**src/rtl/mem_wait_responder.sv**
```systemverilog
// mem_wait_responder: single-outstanding memory target with programmable wait states.
// Latency: request sampled at edge N, ready_o high for the cycle after edge N+WAIT_CYCLES.
// Backpressure: one request at a time; valid_i is ignored while busy_o is high.
//
// Ports:
//   clk_i, rst_i        clock, synchronous active-high reset (also clears memory)
//   valid_i, wr_rd_i    request strobe, 1 = write / 0 = read
//   addr_i, wdata_i     word address and write data, captured on acceptance
//   rdata_o             last read data, registered, held across writes/idle
//   ready_o             one-cycle completion pulse, registered
//   busy_o              request accepted and not yet completed
//   err_o               completion was a rejected write (protected region)
//
// Optional feature: define MEM_WR_PROTECT_EN to make addresses >= RO_BASE
// read-only. Without it all addresses are writable and err_o stays 0.

module mem_wait_responder #(
  parameter int WIDTH       = 16,
  parameter int DEPTH       = 64,
  parameter int ADDR_WIDTH  = $clog2(DEPTH),
  parameter int WAIT_CYCLES = 2,
  parameter int RO_BASE     = 48
) (
  input  logic                  clk_i,
  input  logic                  rst_i,
  input  logic                  valid_i,
  input  logic                  wr_rd_i,
  input  logic [ADDR_WIDTH-1:0] addr_i,
  input  logic [WIDTH-1:0]      wdata_i,
  output logic [WIDTH-1:0]      rdata_o,
  output logic                  ready_o,
  output logic                  busy_o,
  output logic                  err_o
);

  typedef enum logic [1:0] {ST_IDLE, ST_WAIT, ST_RESP} state_t;

  localparam logic [3:0]          WAIT_LD   = 4'(WAIT_CYCLES);
  localparam logic                ZERO_WAIT = (WAIT_CYCLES == 0);
  localparam logic [ADDR_WIDTH:0] RO_BASE_L = (ADDR_WIDTH+1)'(RO_BASE);
`ifdef MEM_WR_PROTECT_EN
  localparam logic                PROTECT_EN = 1'b1;
`else
  localparam logic                PROTECT_EN = 1'b0;
`endif

  state_t                  state;
  logic [3:0]              wait_cnt;
  logic                    req_wr;
  logic [ADDR_WIDTH-1:0]   req_addr;
  logic [WIDTH-1:0]        req_wdata;
  logic [WIDTH-1:0]        mem [DEPTH];

  // Request seen by the commit path. With zero wait states the commit happens
  // on the accepting edge itself, so the live inputs stand in for the
  // not-yet-captured request registers.
  logic                    cm_wr;
  logic [ADDR_WIDTH-1:0]   cm_addr;
  logic [WIDTH-1:0]        cm_wdata;
  logic                    cm_protect;
  logic                    do_commit;

  always_comb begin
    cm_wr    = req_wr;
    cm_addr  = req_addr;
    cm_wdata = req_wdata;
    if (state == ST_IDLE) begin
      cm_wr    = wr_rd_i;
      cm_addr  = addr_i;
      cm_wdata = wdata_i;
    end
  end

  // Zero-extend the address so RO_BASE == DEPTH (nothing protected) still compares correctly.
  assign cm_protect = PROTECT_EN & cm_wr & ({1'b0, cm_addr} >= RO_BASE_L);

  assign do_commit = ((state == ST_IDLE) && valid_i && ZERO_WAIT) ||
                     ((state == ST_WAIT) && (wait_cnt == 4'd1));

  always_ff @(posedge clk_i) begin
    if (rst_i) begin
      state     <= ST_IDLE;
      wait_cnt  <= 4'd0;
      req_wr    <= 1'b0;
      req_addr  <= '0;
      req_wdata <= '0;
      rdata_o   <= '0;
      ready_o   <= 1'b0;
      busy_o    <= 1'b0;
      err_o     <= 1'b0;
      for (int i = 0; i < DEPTH; i++) begin
        mem[i] <= '0;
      end
    end else begin
      ready_o <= 1'b0;
      err_o   <= 1'b0;

      case (state)
        ST_IDLE: begin
          if (valid_i) begin
            req_wr    <= wr_rd_i;
            req_addr  <= addr_i;
            req_wdata <= wdata_i;
            wait_cnt  <= WAIT_LD;
            busy_o    <= 1'b1;
            state     <= ZERO_WAIT ? ST_RESP : ST_WAIT;
          end
        end
        ST_WAIT: begin
          wait_cnt <= wait_cnt - 4'd1;
          if (wait_cnt == 4'd1) begin
            state <= ST_RESP;
          end
        end
        ST_RESP: begin
          busy_o <= 1'b0;
          state  <= ST_IDLE;
        end
        default: begin
          busy_o <= 1'b0;
          state  <= ST_IDLE;
        end
      endcase

      // Commit on the edge that enters RESP; ready_o/err_o become visible in RESP.
      if (do_commit) begin
        if (cm_wr) begin
          if (!cm_protect) begin
            mem[cm_addr] <= cm_wdata;
          end
        end else begin
          rdata_o <= mem[cm_addr];
        end
        ready_o <= 1'b1;
        err_o   <= cm_protect;
      end
    end
  end

endmodule

```
**config.mk**
```make
export PLATFORM = sky130hd
export DESIGN_NAME = mem_wait_responder
export DESIGN_NICKNAME = d
export VERILOG_FILES = /design/src/rtl/mem_wait_responder.sv
export SDC_FILE = /design/constraint.sdc
export NUM_CORES = 2
export LEC_CHECK = 0
export CAP_MARGIN = 25
export CORE_MARGIN = 3
export CORE_UTILIZATION = 30
export DETAILED_ROUTE_END_ITERATION = 16
export PLACE_DENSITY = 0.55
export SYNTH_ARGS = -nofsm -noshare
export SYNTH_HDL_FRONTEND = slang
export SYNTH_SLANG_ARGS = --single-unit
```
**constraint.sdc**
```tcl
create_clock -name clk_i -period 3.7 [get_ports clk_i]
set_clock_uncertainty 0.1 [all_clocks]
set_input_delay 0.74 -clock clk_i [delete_from_list [all_inputs] [get_ports clk_i]]
set_output_delay 0.74 -clock clk_i [all_outputs]
set_load 0.02 [all_outputs]
```
== After elaboration in Yosys (flattened, before gate mapping) ==
Memories as Yosys holds them, arrays and structs flattened. A register that Yosys moved wholly into a read port is not among the register bits.
Index checks and enable logic that the tools add are counted.
Operators by class
  reduce and logical (&&, ||, !) cells: 9
  muxes and demuxes: 20
  bitwise gates (word level): 2
  equal/unequal tests: 4
  add/subtract/negate cells: 1
Operator list (count)
  two-way mux 16 bit: 2
  OR reduction 16 bit: 1
  two-way mux 6 bit: 2
  two-way mux 1 bit: 10
  AND reduction 2 bit: 5
  one-hot mux 4 bit (2 select lines): 1
  equality test 4 x 1 -> 1 bit, second input constant: 1
  two-way mux 2 bit: 2
  two-way mux 4 bit: 1
  one-hot mux 2 bit (2 select lines): 1
  subtractor 4 x 1 -> 4 bit, second input constant: 1
  equality test 2 x 1 -> 1 bit, second input constant: 1
  zero test 2 bit: 1
  inequality test 2 x 1 -> 1 bit, second input constant: 1
  inequality test 2 bit, second input constant: 1
  inverter 1 bit: 2
  one-hot mux 1 bit (2 select lines): 1
  nonzero test 2 bit: 1
  logical AND 1 bit: 1
Storage, ports and cells
  register bits: 31
  memories kept: 1
  input port bits: 26
  output and inout bits: 19
  memory bits (writable): 1024
Memories
  mem: depth 64, width 16, rd ports 1, clocked after memory_dff 1, write ports 64, RTL line 52  | logic [WIDTH-1:0] mem [DEPTH];

== Logic depth before layout (Yosys ltp) ==
  depth after elaboration: 8
  gate-level depth with buffers: 10
  mapped depth without buffers: 8

== Worst setup path before layout ==
OpenSTA, ideal clock, no wires.
  path type: input port to flip-flop
  start point: input addr_i[0]
  end point: memory mem[47][0], enable pin
  data required time: 3.225 ns
  stages on the path: 7
  slack: 0.748 ns
  arrival time: 2.477 ns
  setup time: 0.375 ns
  cells stage by stage: nor3b_2 -> buf_2 -> nor2_1 -> nor4b_1 -> buf_2 -> nand2_1 -> nand2b_1
RTL lines
  start: declaration: RTL line 28  | input logic [ADDR_WIDTH-1:0] addr_i,
  end: declaration: RTL line 52

== Worst setup path in the final report ==
  start point: register state[1]
  end point: register rdata_o[14], read port of mem
On the way
  longest elaborated chain between the ends: 4
Ends and longest elaborated chain
  start: declaration: RTL line 47  | state_t state;
  start signal: assignment: RTL line 106  | state <= ZERO_WAIT ? ST_RESP : ST_WAIT;
  zero test 2 bit: RTL line 67  | if (state == ST_IDLE) begin
  two-way mux 1 bit: RTL line 67
  inverter 1 bit (no line)
  AND reduction 2 bit (no line)
  end: declaration: RTL line 30  | output logic [WIDTH-1:0] rdata_o,
Several ways; a longest one is shown, not always the timed one.
A chain may end at the register's enable or synchronous reset.

==> flow_summary.ini <==
[pwr]
powerDensity_nw_per_um2 = 482
switching_share = 0.261
clockPowerShare = 0.394
power_uw = 28400
leakagePower_uw = 0.0199
power.share.sequential = 0.486
vdd_ir_drop_max_mv = 0.384
intPower_uw = 21000
p_comb_frac = 0.121
switching_power_uw = 7410

[grt]
grt-ovfl-total = 0
grt_start_max_net_pins = 111
antenna_found_initial = 8
grt_pass1_vias = 37264
grt_pass1_wl_mm = 254
grt.total_usage = 0.202

[worst_setup_path]
slowest_delay_ps = 790
crit_family = compound AO/OA/AOI/OAI gates
crit_type = flip-flop to flip-flop
end_kind = flip-flop
crit_fanout = 14
worst-path-buf-inv = 3
cp_slowest_cell = o41ai_1
crit_chain = or2_4, a31oi_4, buf_4, buf_4, a21oi_1, o41ai_1, buf_4, nand4_1, o31a_1
r2r_slack_ps = 80
cp-start-kind = flip-flop
path_common_cell = buf_4
cp.arrival_ps = 4140
crit_required_ps = 4220

[timing]
holdWs_ps = 296
setup_viol = 0
slew_headroom = 0.303
min_period_ps = 3620
min_period_over_period = 0.977
hold_viol_final = 0
maxSlewViolCount = 0
max_freq_mhz = 277
worstMarginPinSlew_ps = 1030
worst_slack_ps = 83.6
rsz0062_at_grt = false

[cts]
cts-buffers-inserted = 111
cts.reportedPaths.clkPinSlew_ps = 60
ctsHoldBuffers = 0
clock_path_buffers = 3
htree_levels = 3
cts-root-buf = clkbuf_16
cts_tree = done
cts_sinks = 1071
post-cts-setup-buffers = 0
clock_latency_ps = 730

[place]
placed_cells = 6860
port-buffer-count = 43
hpwl_mm = 113
place_congestion = 0.904
pre_cts_ws_ps = -634

[routing]
routed_wl_mm = 174
drtIter0Drc = 5261
drcViolationCount = 0
via_per_inst = 5.48
routedWlPerCell_um = 24.6
ant_nets = 0
dr.pass1.iters = 6
via_count = 38742

[final_layout]
multiInputGateArea_um2 = 15200
fillerInstances = 15957
drive_gt1_frac = 0.153
synthToLayoutAreaGrowth_pct = 21.1
regArea_um2 = 31700
fin_cells = 7070
post-route-util = 0.366
fin_nets = 4842

[floorplan]
dieArea_um2 = 167000
die_w_um = 408
die_h_um = 408
start_util = 0.302
coreArea_um2 = 161000
rows = 147
boundaryPins = 45

[yosys]
synth.largest_area_cell = edfxtp_1
async_reset_ff_frac = 0
synth_nets = 4657
synth-edff-count = 1024
yosys-top-cells-area = edfxtp_1 (63%), nor2_1 (8.2%), a21oi_1 (5.6%)
ys_seq_elements = 1071
synth_area_per_cell_um2 = 10.5
yosysWarnings = 0
ys_seq_area_frac = 0.652
ys.flop_type = edfxtp_1
netlist.area_leader.share = 0.633
synth_area_um2 = 48600
synth_cell_types = 40
postSynthCellCount = 4629

[run_status]
status = completed

[job]
maxCapViolations = 0

[hold_path]
hold_class = primary input to flip-flop
-- flip-flops by register name, summed over array words and instances, names as in the netlist --
name and flops:
busy_o 1, mem 1024, rdata_o 16, ready_o 1
req_addr 6, req_wdata 16, req_wr 1, state 2
wait_cnt 4
-- per-layer routing --
layer | routed length [um] | vias to the layer above | global-route usage
met5 | 45 | - | 0
met4 | 7190 | 6 | 0.0806
met3 | 17400 | 308 | 0.0384
met2 | 78600 | 2051 | 0.313
met1 | 70600 | 19286 | 0.278
li1 | - | 17091 | -
-- kinds of logic after synthesis --
| kind of cell | synth area share |
|---|---|
| flops | 0.652 |
| buf+inv | 0.0412 |
| mux | 0.00505 |
| compound gates | 0.136 |
| other cells | 0.0000772 |
| simple gates | 0.165 |
| fa+ha+maj | 0.000515 |
-- final cells by class --
cell class / count / area share
repair buffers: 556 / 0.0965
multi-input cells: 3069 / 0.258
flip-flops and latches: 1071 / 0.539
clock buffers: 143 / 0.0513
diodes: 3 / 0.000128
inverters: 5 / 0.000319
clock inverters: 63 / 0.00901
well taps: 2160 / 0.0459
-- power by group through the flow --
stage               Clock [uW]  Combinational, uW  Sequential [uW]
finish                   11200               3420            13800
global route             11800               3590            13800
CTS                      11300               3380            13800
detailed placement           0               3370            14000
global placement             0               3360            14000
floorplan                    0               1610            14000
-- worst min-delay path, stage by stage --
cell	delay, ps
buf_4	110
nor3_2	60
buf_4	150
-- synth_stat cells, types with 10 or more instances --
library cell     n
o41ai_1        125
buf_1           65
nand4_1         16
o31a_1          16
buf_2           87
o21ai_0        511
nor2_1        1059
clkbuf_1       321
a21oi_1        540
nand2_1        110
nand3_1        531
edfxtp_1      1024
dfxtp_1         47
nand2_2         18
buf_4           10
nand2b_1        66
mux2i_1         20
-- through the flow --
| stage | TNS (ps) | instance area, um^2 |
|---|---|---|
| after floorplan | 0 | 48600 |
| after global placement | -48330 | 55300 |
| after detailed placement | -73620 | 55300 |
| after CTS | 0 | 58800 |
| after global routing | 0 | 58800 |
| final | 0 | 58900 |
-- path summary, 6_finish.rpt --
kind                                               start                  endpoint  cells after the start
worst min register to register  req_addr[5]$_SDFFE_PP0P_  req_addr[5]$_SDFFE_PP0P_                      2
worst max register to register     state[1]$_SDFFE_PP0P_  rdata_o[14]$_SDFFE_PP0P_                      9
worst max-delay path               state[1]$_SDFFE_PP0P_  rdata_o[14]$_SDFFE_PP0P_                      9
worst min-delay path                               rst_i        ready_o$_SDFF_PP0_                      3
-- cells in the final DEF (no fill, tap or decap), drive strengths merged, types with 49 or more instances in the layout --
cell / instances
nand2: 128
buf: 514
nor2: 1066
nand2b: 66
clkinv: 49
edfxtp: 1024
clkbuf: 143
o21ai: 516
a21oi: 540
nand3: 533
o41ai: 125
-- repair_timing --
action / in CTS / in global routing
cloned: 0 / 1
endpoints found under the hold margin: 0 / 0
gates resized for setup: 1 / 2
pin swaps: 0 / 1
endpoints found under the setup margin: 1 / 4
Power figures use the tool's default switching activity.
